## src/rtl/mem_arbiter.sv

```systemverilog
// mem_arbiter: round-robin sharing of one single-port word RAM between
// the CPU port (0) and a loader/debug DMA port (1), each with a small request FIFO.
module mem_arbiter #(
    parameter int ADDR_W = 16,
    parameter int QDEPTH = 2
) (
    input  logic              clk,
    input  logic              rst,
    input  logic              p0_rd_en,
    input  logic              p0_wr_en,
    input  logic [ADDR_W-1:0] p0_addr,
    input  logic [31:0]       p0_wr_data,
    output logic              p0_rd_valid,
    input  logic              p1_rd_en,
    input  logic              p1_wr_en,
    input  logic [ADDR_W-1:0] p1_addr,
    input  logic [31:0]       p1_wr_data,
    output logic              p1_rd_valid,
    output logic [31:0]       rd_data,
    output logic              mem_en,
    output logic              mem_we,
    output logic [ADDR_W-3:0] mem_addr,
    output logic [31:0]       mem_wdata,
    input  logic [31:0]       mem_rdata,
    output logic [1:0]        err
);

    localparam int WA_W = ADDR_W - 2;
    localparam int PW   = (QDEPTH > 1) ? $clog2(QDEPTH) : 1;
    localparam int CW   = $clog2(QDEPTH + 1);
    localparam logic [CW-1:0] FULL_CNT = CW'(QDEPTH);

    typedef struct packed {
        logic            we;
        logic [WA_W-1:0] waddr;
        logic [31:0]     wdata;
    } req_t;

    // Port-indexed views of the two requester buses
    logic [1:0]        rd_en;
    logic [1:0]        wr_en;
    logic [ADDR_W-1:0] addr_in  [2];
    logic [31:0]       wdata_in [2];
    req_t              in_req   [2];
    logic [1:0]        req_ok;
    logic [1:0]        req_bad;

    // Per-port FIFO state
    req_t          fifo_q [2][QDEPTH];
    logic [PW-1:0] rptr_q [2];
    logic [PW-1:0] rptr_d [2];
    logic [PW-1:0] wptr_q [2];
    logic [PW-1:0] wptr_d [2];
    logic [CW-1:0] cnt_q  [2];
    logic [CW-1:0] cnt_d  [2];

    // Arbiter, completion tag and sticky error state
    logic       last_q;
    logic       last_d;
    logic       tag_v_q;
    logic       tag_v_d;
    logic       tag_p_q;
    logic       tag_p_d;
    logic [1:0] err_q;
    logic [1:0] err_d;

    // Per-cycle control
    logic [1:0] q_ne;
    logic [1:0] head_v;
    req_t       head [2];
    logic [1:0] gnt;
    req_t       win;
    logic [1:0] pop;
    logic [1:0] bypass;
    logic [1:0] want;
    logic [1:0] push;
    logic [1:0] ovf;

    // Byte-offset bits are ignored by a word-wide RAM
    logic unused_addr_lsbs;

    assign rd_en       = {p1_rd_en, p0_rd_en};
    assign wr_en       = {p1_wr_en, p0_wr_en};
    assign addr_in[0]  = p0_addr;
    assign addr_in[1]  = p1_addr;
    assign wdata_in[0] = p0_wr_data;
    assign wdata_in[1] = p1_wr_data;
    assign unused_addr_lsbs = ^{p0_addr[1:0], p1_addr[1:0]};

    // Decode request pulses; anything presented during reset is ignored
    always_comb begin
        req_ok  = '0;
        req_bad = '0;
        for (int n = 0; n < 2; n++) begin
            req_ok[n]        = ~rst & (rd_en[n] ^ wr_en[n]);
            req_bad[n]       = ~rst & rd_en[n] & wr_en[n];
            in_req[n].we     = wr_en[n];
            in_req[n].waddr  = addr_in[n][ADDR_W-1:2];
            in_req[n].wdata  = wdata_in[n];
        end
    end

    // Effective head: stored FIFO head, else the incoming request (bypass)
    always_comb begin
        q_ne   = '0;
        head_v = '0;
        for (int n = 0; n < 2; n++) begin
            q_ne[n]   = (cnt_q[n] != '0);
            head_v[n] = ~rst & (q_ne[n] | req_ok[n]);
            head[n]   = q_ne[n] ? fifo_q[n][rptr_q[n]] : in_req[n];
        end
    end

    // Round-robin grant: on a tie the port not granted last wins
    always_comb begin
        gnt = '0;
        unique case (head_v)
            2'b01:   gnt = 2'b01;
            2'b10:   gnt = 2'b10;
            2'b11:   gnt = last_q ? 2'b01 : 2'b10;
            default: gnt = '0;
        endcase
    end

    // Winner drives the RAM combinationally; idle cycles drive zeros
    always_comb begin
        win = '0;
        if (gnt[1]) begin
            win = head[1];
        end else if (gnt[0]) begin
            win = head[0];
        end
        mem_en    = |gnt;
        mem_we    = win.we;
        mem_addr  = win.waddr;
        mem_wdata = win.wdata;
    end

    // FIFO bookkeeping: pop frees a slot before the push is checked
    always_comb begin
        pop    = '0;
        bypass = '0;
        want   = '0;
        ovf    = '0;
        push   = '0;
        for (int n = 0; n < 2; n++) begin
            pop[n]    = gnt[n] & q_ne[n];
            bypass[n] = gnt[n] & ~q_ne[n];
            want[n]   = req_ok[n] & ~bypass[n];
            ovf[n]    = want[n] & (cnt_q[n] == FULL_CNT) & ~pop[n];
            push[n]   = want[n] & ~ovf[n];
            cnt_d[n]  = cnt_q[n] + CW'(push[n]) - CW'(pop[n]);
            rptr_d[n] = rptr_q[n] + PW'(pop[n]);
            wptr_d[n] = wptr_q[n] + PW'(push[n]);
        end
    end

    // Next arbiter history, completion tag and sticky errors
    always_comb begin
        last_d = last_q;
        if (|gnt) begin
            last_d = gnt[1];
        end
        tag_v_d = (|gnt) & ~win.we;
        tag_p_d = gnt[1];
        err_d   = err_q | req_bad | ovf;
    end

    // Control state registers
    always_ff @(posedge clk) begin
        if (rst) begin
            for (int n = 0; n < 2; n++) begin
                rptr_q[n] <= '0;
                wptr_q[n] <= '0;
                cnt_q[n]  <= '0;
            end
            last_q  <= 1'b1;
            tag_v_q <= 1'b0;
            tag_p_q <= 1'b0;
            err_q   <= '0;
        end else begin
            for (int n = 0; n < 2; n++) begin
                rptr_q[n] <= rptr_d[n];
                wptr_q[n] <= wptr_d[n];
                cnt_q[n]  <= cnt_d[n];
            end
            last_q  <= last_d;
            tag_v_q <= tag_v_d;
            tag_p_q <= tag_p_d;
            err_q   <= err_d;
        end
    end

    // FIFO storage; contents are qualified by the occupancy counters
    always_ff @(posedge clk) begin
        for (int n = 0; n < 2; n++) begin
            if (push[n]) begin
                fifo_q[n][wptr_q[n]] <= in_req[n];
            end
        end
    end

    assign p0_rd_valid = ~rst & tag_v_q & ~tag_p_q;
    assign p1_rd_valid = ~rst & tag_v_q & tag_p_q;
    assign rd_data     = (~rst & tag_v_q) ? mem_rdata : '0;
    assign err         = err_q;

endmodule
```

## config.mk

```make
export PLATFORM = sky130hd
export DESIGN_NAME = mem_arbiter
export DESIGN_NICKNAME = d
export VERILOG_FILES = /design/src/rtl/mem_arbiter.sv
export SDC_FILE = /design/constraint.sdc
export NUM_CORES = 1
export LEC_CHECK = 0
export CORE_ASPECT_RATIO = 2
export CORE_UTILIZATION = 40
export CTS_BUF_LIST = sky130_fd_sc_hd__clkbuf_8
export CTS_CLUSTER_SIZE = 28
export DETAILED_ROUTE_END_ITERATION = 8
export GPL_ROUTABILITY_DRIVEN = 1
export PLACE_DENSITY = 0.63
export SLEW_MARGIN = 20
export SYNTH_ARGS = -nofsm -noshare
export SYNTH_HDL_FRONTEND = slang
export SYNTH_SLANG_ARGS = --single-unit
export TNS_END_PERCENT = 50
```

## constraint.sdc

```tcl
create_clock -name clk -period 12.5 [get_ports clk]
set_input_delay 2.5 -clock clk [delete_from_list [all_inputs] [get_ports clk]]
set_output_delay 2.5 -clock clk [all_outputs]
set_load 0.02 [all_outputs]
```

==> summary by stage, run 1 <==
Status
The run finished with clean final reports.

Power and ir drop
Dividing total power by cell area gives a power density of 193 mW/mm^2. In this run the static leakage power is 3.90 nW. Summing internal, switching and leakage power gives 2.28 mW.

VDD sags by at most 0.000129 V.

Setup path
Of all nets on the critical path, the largest fanout is 25. The cell at the slowest stage of the critical path is clkdlybuf4s50_1. The data arrival at the endpoint of the critical path is 5.61 ns. The total buffers and inverters traversed by the critical path is 3. The critical path capture point type is a primary output.

The largest single stage delay on the critical path is 0.83 ns. For the worst setup path, the data required time is 10.00 ns. The critical path is of the in -> out type. The kind of cell with the highest combined delay along the critical path is buffers and inverters. The critical path goes through clkdlybuf4s50_1 -> a21oi_2 -> a21o_2 -> buf_4 -> o22ai_1 -> clkdlybuf4s50_1.

STA classifies the critical path startpoint as an input pin. The most prevalent standard cell on the critical path is clkdlybuf4s50_1.

Synthesis
The synthesized area per cell is 13.0 um^2. Counting flops and latches in the post-synthesis netlist gives 201. Synthesis handed over a netlist of 689 instances. The predominant post-synthesis flop cell is edfxtp_1.

For this run, asynchronously set or reset flops after synthesis account for 0%. The cell area that synthesis handed to floorplanning was 0.00895 mm^2. The dominant cell type by area after synthesis is edfxtp_1. The number of enable-type register cells in the synthesized netlist is 188. The portion of synthesized cell area occupied by the leading cell type is 63.1%. During synthesis, Yosys emitted a total of 0 warnings. Yosys mapped the design onto 45 distinct sky130hd cell types.

The post-synthesis sequential area ratio is 66.0%. Sorting the synthesized cells by area gives the leading types as edfxtp_1 (63%), mux2i_1 (11%), a21oi_1 (5.5%). The synthesized net count is 827.

Die
Row generation in the floorplan step produced 77 rows. The die covers 0.0230 mm^2. The placeable core area is 0.0221 mm^2. Pin placement for this block handled 218 I/O pins. The initial core utilization is 40.6%. The chip width is 108 um. The die extent in y is 214 um.

STA
The smallest setup slack after layout is 4.39 ns. The tightest hold margin is 0.547 ns. The count of endpoints failing hold in the final timing report is 0. The sum of negative setup slack is 0 ns.

The time the worst path needs with I/O delays and setup is 8.11 ns. Static timing analysis puts the maximum clock frequency at 123 MHz. The setup clock skew after layout is 0.0129 ns. For the pin with the worst max-slew slack, the measured transition is 1.08 ns. In this run the tightest slew margin relative to its limit is 28.2%. The final period utilization is 64.9%. The final-report max-slew violation count is 0. The setup violation total in the final timing report is 0.

Setup repair after global routing left no endpoint under its margin.

Placed design
Before CTS, the worst setup slack after placement is 4.37 ns. The instance count after placement with tap cells included is 1141. The last weighted congestion value of the routability-driven placer is 0.770.

The sum of net half-perimeters after detailed placement is 14800 um. The count of buffers added on input and output ports is 213.

Drt
The final wirelength is 22400 um. The count of nets left with antenna violations once routing finished came out at 0. The DRC violations left is 0. After detailed routing, the number of vias per cell comes to 5.07. For this block, the initial DRC count from the detailed router was 285. The number of vias after detailed routing is 6055. The mean routed wirelength per cell is 18.8 um.

The first TritonRoute pass finished after 4 iterations.

GRT
The first global-routing pass estimated 33900 um of wire. For this run the aggregate overflow at the end of global routing stands at 0. The via count of the first global-routing pass was 6207. Global routing used 19.6% of the available tracks across all layers. Entering global routing, the biggest net connects 100 pins. The number of antenna violations at the first check in global routing is 4.

Clock network
The count of clock tree sinks is 201. The post-CTS setup repair buffer count is 0. TritonCTS built the clock tree. The number of hold-repair buffers added at the cts stage is 0. The number of instances resized during post-cts repair is 0.

No sink is reached through more buffers than the 3 on the longest clock path. The cell sitting at the root of the clock tree is a clkbuf_8. The clock transition time at the flip-flop clock pins of the worst setup and hold paths is 0.06 ns. Buffers inserted during clock tree synthesis total 29.

At the later pin of the worst-skew pair, clock insertion delay measures 0.54 ns. CTS built an H-tree with a depth of 1.

Finish
After filler insertion, the fill cell instance count of the layout stands at 1956. The share of layout cells above drive strength 1 is 6.56%. Leaving out filler cells and counting taps, the final layout contains 1195. The library cell used most frequently in the layout, excluding fill and tap cells, is clkdlybuf4s50_1.

In the layout the commonest cells are clkdlybuf4s50_1 (213), edfxtp_1 (188), nor2_1 (100). The area growth from synthesis to layout is 31.9%. The net count of the finished layout is 1034. The sequential standard cell area is 0.00591 mm^2. In the final layout, the multi-input gates occupy 0.00279 mm^2.

Min path
The worst hold path belongs to the class reg -> reg.

Run
Max-cap violations in this run came to 0.
## where the power goes
group	switching, mW	internal, mW
Clock	0.234	0.227
Combinational	0.509	0.413
Sequential	0.0924	0.806
## layer usage
| layer | GRT usage [%] | vias to the layer above | share of wire [%] | wire (um) |
|---|---|---|---|---|
| li1 | - | 2999 | - | - |
| met3 | 2.61 | 47 | 3.2 | 708 |
| met5 | 0 | - | 0 | 0 |
| met4 | 9.49 | 0 | 4.1 | 925 |
| met1 | 21.4 | 2853 | 38 | 8490 |
| met2 | 36.6 | 156 | 55 | 12300 |
## cell families (layout without fill, tap and decap cells)
kind of cell / after synthesis / in the layout / synth area share (%)
muxes: 95 / 95 / 10.6
adders and majority gates: 4 / 4 / 0.559
DFF: 201 / 201 / 66.0
other: 0 / 4 / 0
AOI/OAI and AO/OA: 166 / 166 / 10.6
xor gates and xnor gates: 6 / 6 / 0.671
and+or+nand+nor: 161 / 161 / 8.39
buffers and inverters: 56 / 282 / 3.16
## flip-flops by register name (all words and copies together), names as in the netlist
register  flops
last_q        1
err           2
cnt_q         4
fifo_q      188
wptr_q        2
rptr_q        2
tag_v_q       1
tag_p_q       1
## worst register-to-register path: stages, from the launching register on
cell and delay [ns]:
dfxtp_1 0.37, nor2_4 0.15, buf_4 0.82, o32ai_2 0.25, nor4_1 0.49, ha_2 0.69
buf_4 0.48
## layout make-up
type | count | share of cell area (%)
sequential | 201 | 50.1
multi-input combinational | 432 | 23.6
timing repair buffer | 224 | 18.8
clock buffer | 31 | 3.61
tap | 276 | 2.92
clock inverter | 19 | 0.667
inverter | 8 | 0.254
antenna | 4 | 0.0847
## synth_stat cells, types with 3 or more instances
cell	count
clkbuf_1	23
xor2_1	3
dfxtp_1	13
nor3b_1	3
a21o_1	4
nor3_1	4
inv_1	8
buf_4	3
buf_6	3
o22ai_1	48
o31ai_1	3
nand2_1	4
mux2i_1	94
ha_1	4
edfxtp_1	188
nor2_1	100
buf_2	15
a21oi_1	99
nor2b_1	3
and2_1	34
## final timing paths
kind,from,end,slack (ns),cells after the start
worst min-delay path,err[1]$_SDFF_PP0_,err[1]$_SDFF_PP0_,0.55,2
worst max-delay path,rst,mem_wdata[13],4.39,6
worst max register to register,cnt_q[0][1]$_SDFF_PP0_,fifo_q[0][149]$_DFFE_PP_,8.90,6
worst min register to register,err[1]$_SDFF_PP0_,err[1]$_SDFF_PP0_,0.55,2
## stage by stage
stage,utilization [%],instance area (um^2)
after detailed placement,51.2,11300
after global routing,53.5,11800
after floorplan,-,8950
after global placement,51.2,11300
after CTS,53.5,11800
final,53.5,11800
Note: power is estimated with default switching activity, not from simulation.
==> run 2: changes to the inputs <==
Clock period 12.5 ns to 8.25 ns, I/O delays scaled along.
==> run 2 against run 1 <==
  * Worst setup slack got worse by 2.3 ns
  * Sequential cell count unchanged
  * Die area unchanged
  * Cell count increased by 0.42%
  * Count of clock-buffer cells in the layout unchanged
  * Non-clock buffer count increased by 1
  * Combinational power increased by 52%
  * Routed wire length increased by 0.50%
  * Clock skew increased by 0.0056 ns
  * Critical endpoint is now mem_wdata[5]
==> summary by stage, run 2 (same netlist as run 1, synthesis figures left out) <==
Status
The flow ran to the end, and the final reports show no timing, DRC or antenna violations.

Drt
The number of DRC markers after the initial detailed-route iteration is 242. The vias per cell is 5.11. The number of nets with antenna violations after detailed routing is 0.

The final wirelength is 22500 um. The DRC violations left is 0. The number of vias after detailed routing is 6136. The mean routed wirelength per cell is 18.8 um. The pre-antenna-repair detailed-routing pass consisted of 4 iterations.

Power and ir drop
The switching component of the power is 1.28 mW. The power per cell area is 295 mW/mm^2. The total leakage power is 3.91 nW.

The combinational share of power is 40.0%. In this run switching power makes up 36.5% of total power. Across the VDD grid, the largest voltage drop is 0.000320 V.

In this run, the clock network consumes 21.1% of the power. In this run, flip-flops and latches consume 38.9% of the power. The internal portion of the total power is 2.22 mW.

Clock network
Buffers inserted to repair hold after CTS numbered 0. The tree is rooted in a clkbuf_8. The clock transition time at the flip-flop clock pins of the worst setup and hold paths is 0.06 ns.

The TritonCTS clock tree is done. In this run the number of H-tree levels came out at 1. The source-to-sink clock delay at the later pin of the worst-skew pair is 0.55 ns. The number of gates resized after CTS was 0. For this design, the sink count on the clock tree is 201. The clock passes through at most 3 buffers.

TritonCTS created 30 clock buffers. Buffers added to address setup during post-CTS repair amount to 0.

Run
Across the run, the number of max-cap violations was 0.

Finish
The area growth from synthesis to final layout is 32.4%. The share of layout cells above drive strength 1 is 6.51%. The utilization of the core after routing is 53.7%. Leaving out filler cells and counting taps, the final layout contains 1200. The most common cell after layout, fill and taps aside is clkdlybuf4s50_1. The number of flip-flops under the largest register name is 188. The library cells used most frequently in the layout, excluding fill and tap cells, are clkdlybuf4s50_1 (213), edfxtp_1 (188), nor2_1 (100). Once layout is done, the placed cells without fillers occupy 0.0119 mm^2. The net count of the finished layout is 1036.

STA
For the final routed database, the setup TNS stands at 0 ns. The final-report max-slew violation count is 0. Setup violations remaining at the end of the flow were counted as 0. The clock arrives with 0.0185 ns of skew.

The timing-limited maximum frequency is 162 MHz. The final period utilization is 74.8%. The time the worst path needs with I/O delays and setup is 6.17 ns. Setup repair after global routing left no endpoint under its margin. The actual slew at the worst max-slew pin is 1.04 ns. The count of endpoints failing hold in the final timing report is 0.

The worst max-slew margin expressed relative to the limit is 30.5%.

Setup path
The data arrival at the endpoint of the critical path is 4.52 ns. The critical path capture point type is a primary output. The nature of the critical path startpoint is an input pin. The critical path in this run is classified as in -> out. The top fanout value on the critical path is 25.

Setup slack on the worst reg-to-reg path comes out at 4.62 ns. STA puts the critical path data required time at 6.60 ns.

Placed design
Once placement finished, the instance area stood at 0.0113 mm^2. Buffers placed on the I/O ports in this run total 213. Detailed placement finished with a half-perimeter wire length of 14800 um. Once placement completed, the tool counted placed cells totaling 1142. At the end of routability-driven placement, the weighted congestion stood at 0.766.

GRT
The number of antenna violations at the first check in global routing is 2. The via count of the first global-routing pass came to 6300. Global routing finished with a remaining overflow of 0.

The total global-route track usage is 19.7%. The first-pass GRT wire length is 34100 um. The maximum number of pins on one net before global-route repair is 100.

Die
The number of top-level pins is 218. The die covers 0.0230 mm^2. The number of rows created at floorplan is 77. For this configuration, the core starts out at a cell density of 40.6%. The core region is 0.0221 mm^2. The die extent in y is 214 um. The chip width is 108 um.

Min path
The class of the tightest hold or removal check is reg -> reg.
-- run 2: cell count changes in the layout (fill, tap and decap cells not counted), sizes merged --
cell,previous run,this run
buf,11,12
bufinv,0,1
clkinv,6,14
diode,4,3
inv,21,17
-- run 2: stage by stage --
stage	setup WS [ns]	hold slack, ns	total power [mW]
CTS	2.05	0.548	3.55
global placement	2.08	0.536	2.79
global route	1.94	0.562	3.71
floorplan	2.16	0.508	2.26
detailed placement	2.06	0.529	2.81
finish	2.08	0.548	3.50
-- run 2: path summary, 6_finish.rpt --
kind / startpoint / end / cells after the start
min reg2reg: err[1]$_SDFF_PP0_ / err[1]$_SDFF_PP0_ / 2
max reg2reg: cnt_q[0][1]$_SDFF_PP0_ / fifo_q[0][147]$_DFFE_PP_ / 6
min: err[1]$_SDFF_PP0_ / err[1]$_SDFF_PP0_ / 2
max: p1_wr_en / mem_wdata[5] / 7
-- run 2: layout make-up --
class                      count  area, um^2
fill                        1954       10200
tap                          276         345
clock buffer                  31         427
sequential                   201        5910
antenna                        3        7.51
timing repair buffer         225        2220
clock inverter                24         118
inverter                       8        30.0
multi-input combinational    432        2790
-- run 2: metal layers --
metal	GRT usage, %	share of wire [%]	routed length [um]
met5	0	0	0
met1	21.5	37	8440
met4	7.13	3.0	671
met3	2.58	3.8	852
met2	37.9	56	12600
-- run 2: power groups by stage --
stage / Sequential (mW) / Combinational [mW] / Clock [mW]
2_1_floorplan: 1.27 / 0.998 / 0
3_3_place_gp: 1.38 / 1.41 / 0
6_report: 1.36 / 1.40 / 0.739
4_1_cts: 1.37 / 1.42 / 0.763
3_5_place_dp: 1.39 / 1.42 / 0
5_1_grt: 1.38 / 1.53 / 0.802
-- run 2: critical path, cell delays in order --
cell and delay (ns):
clkdlybuf4s50_1 0.58, xnor2_1 0.19, a21o_1 0.25, o21ai_4 0.66, buf_4 0.44, o22ai_1 0.14, clkdlybuf4s50_1 0.59
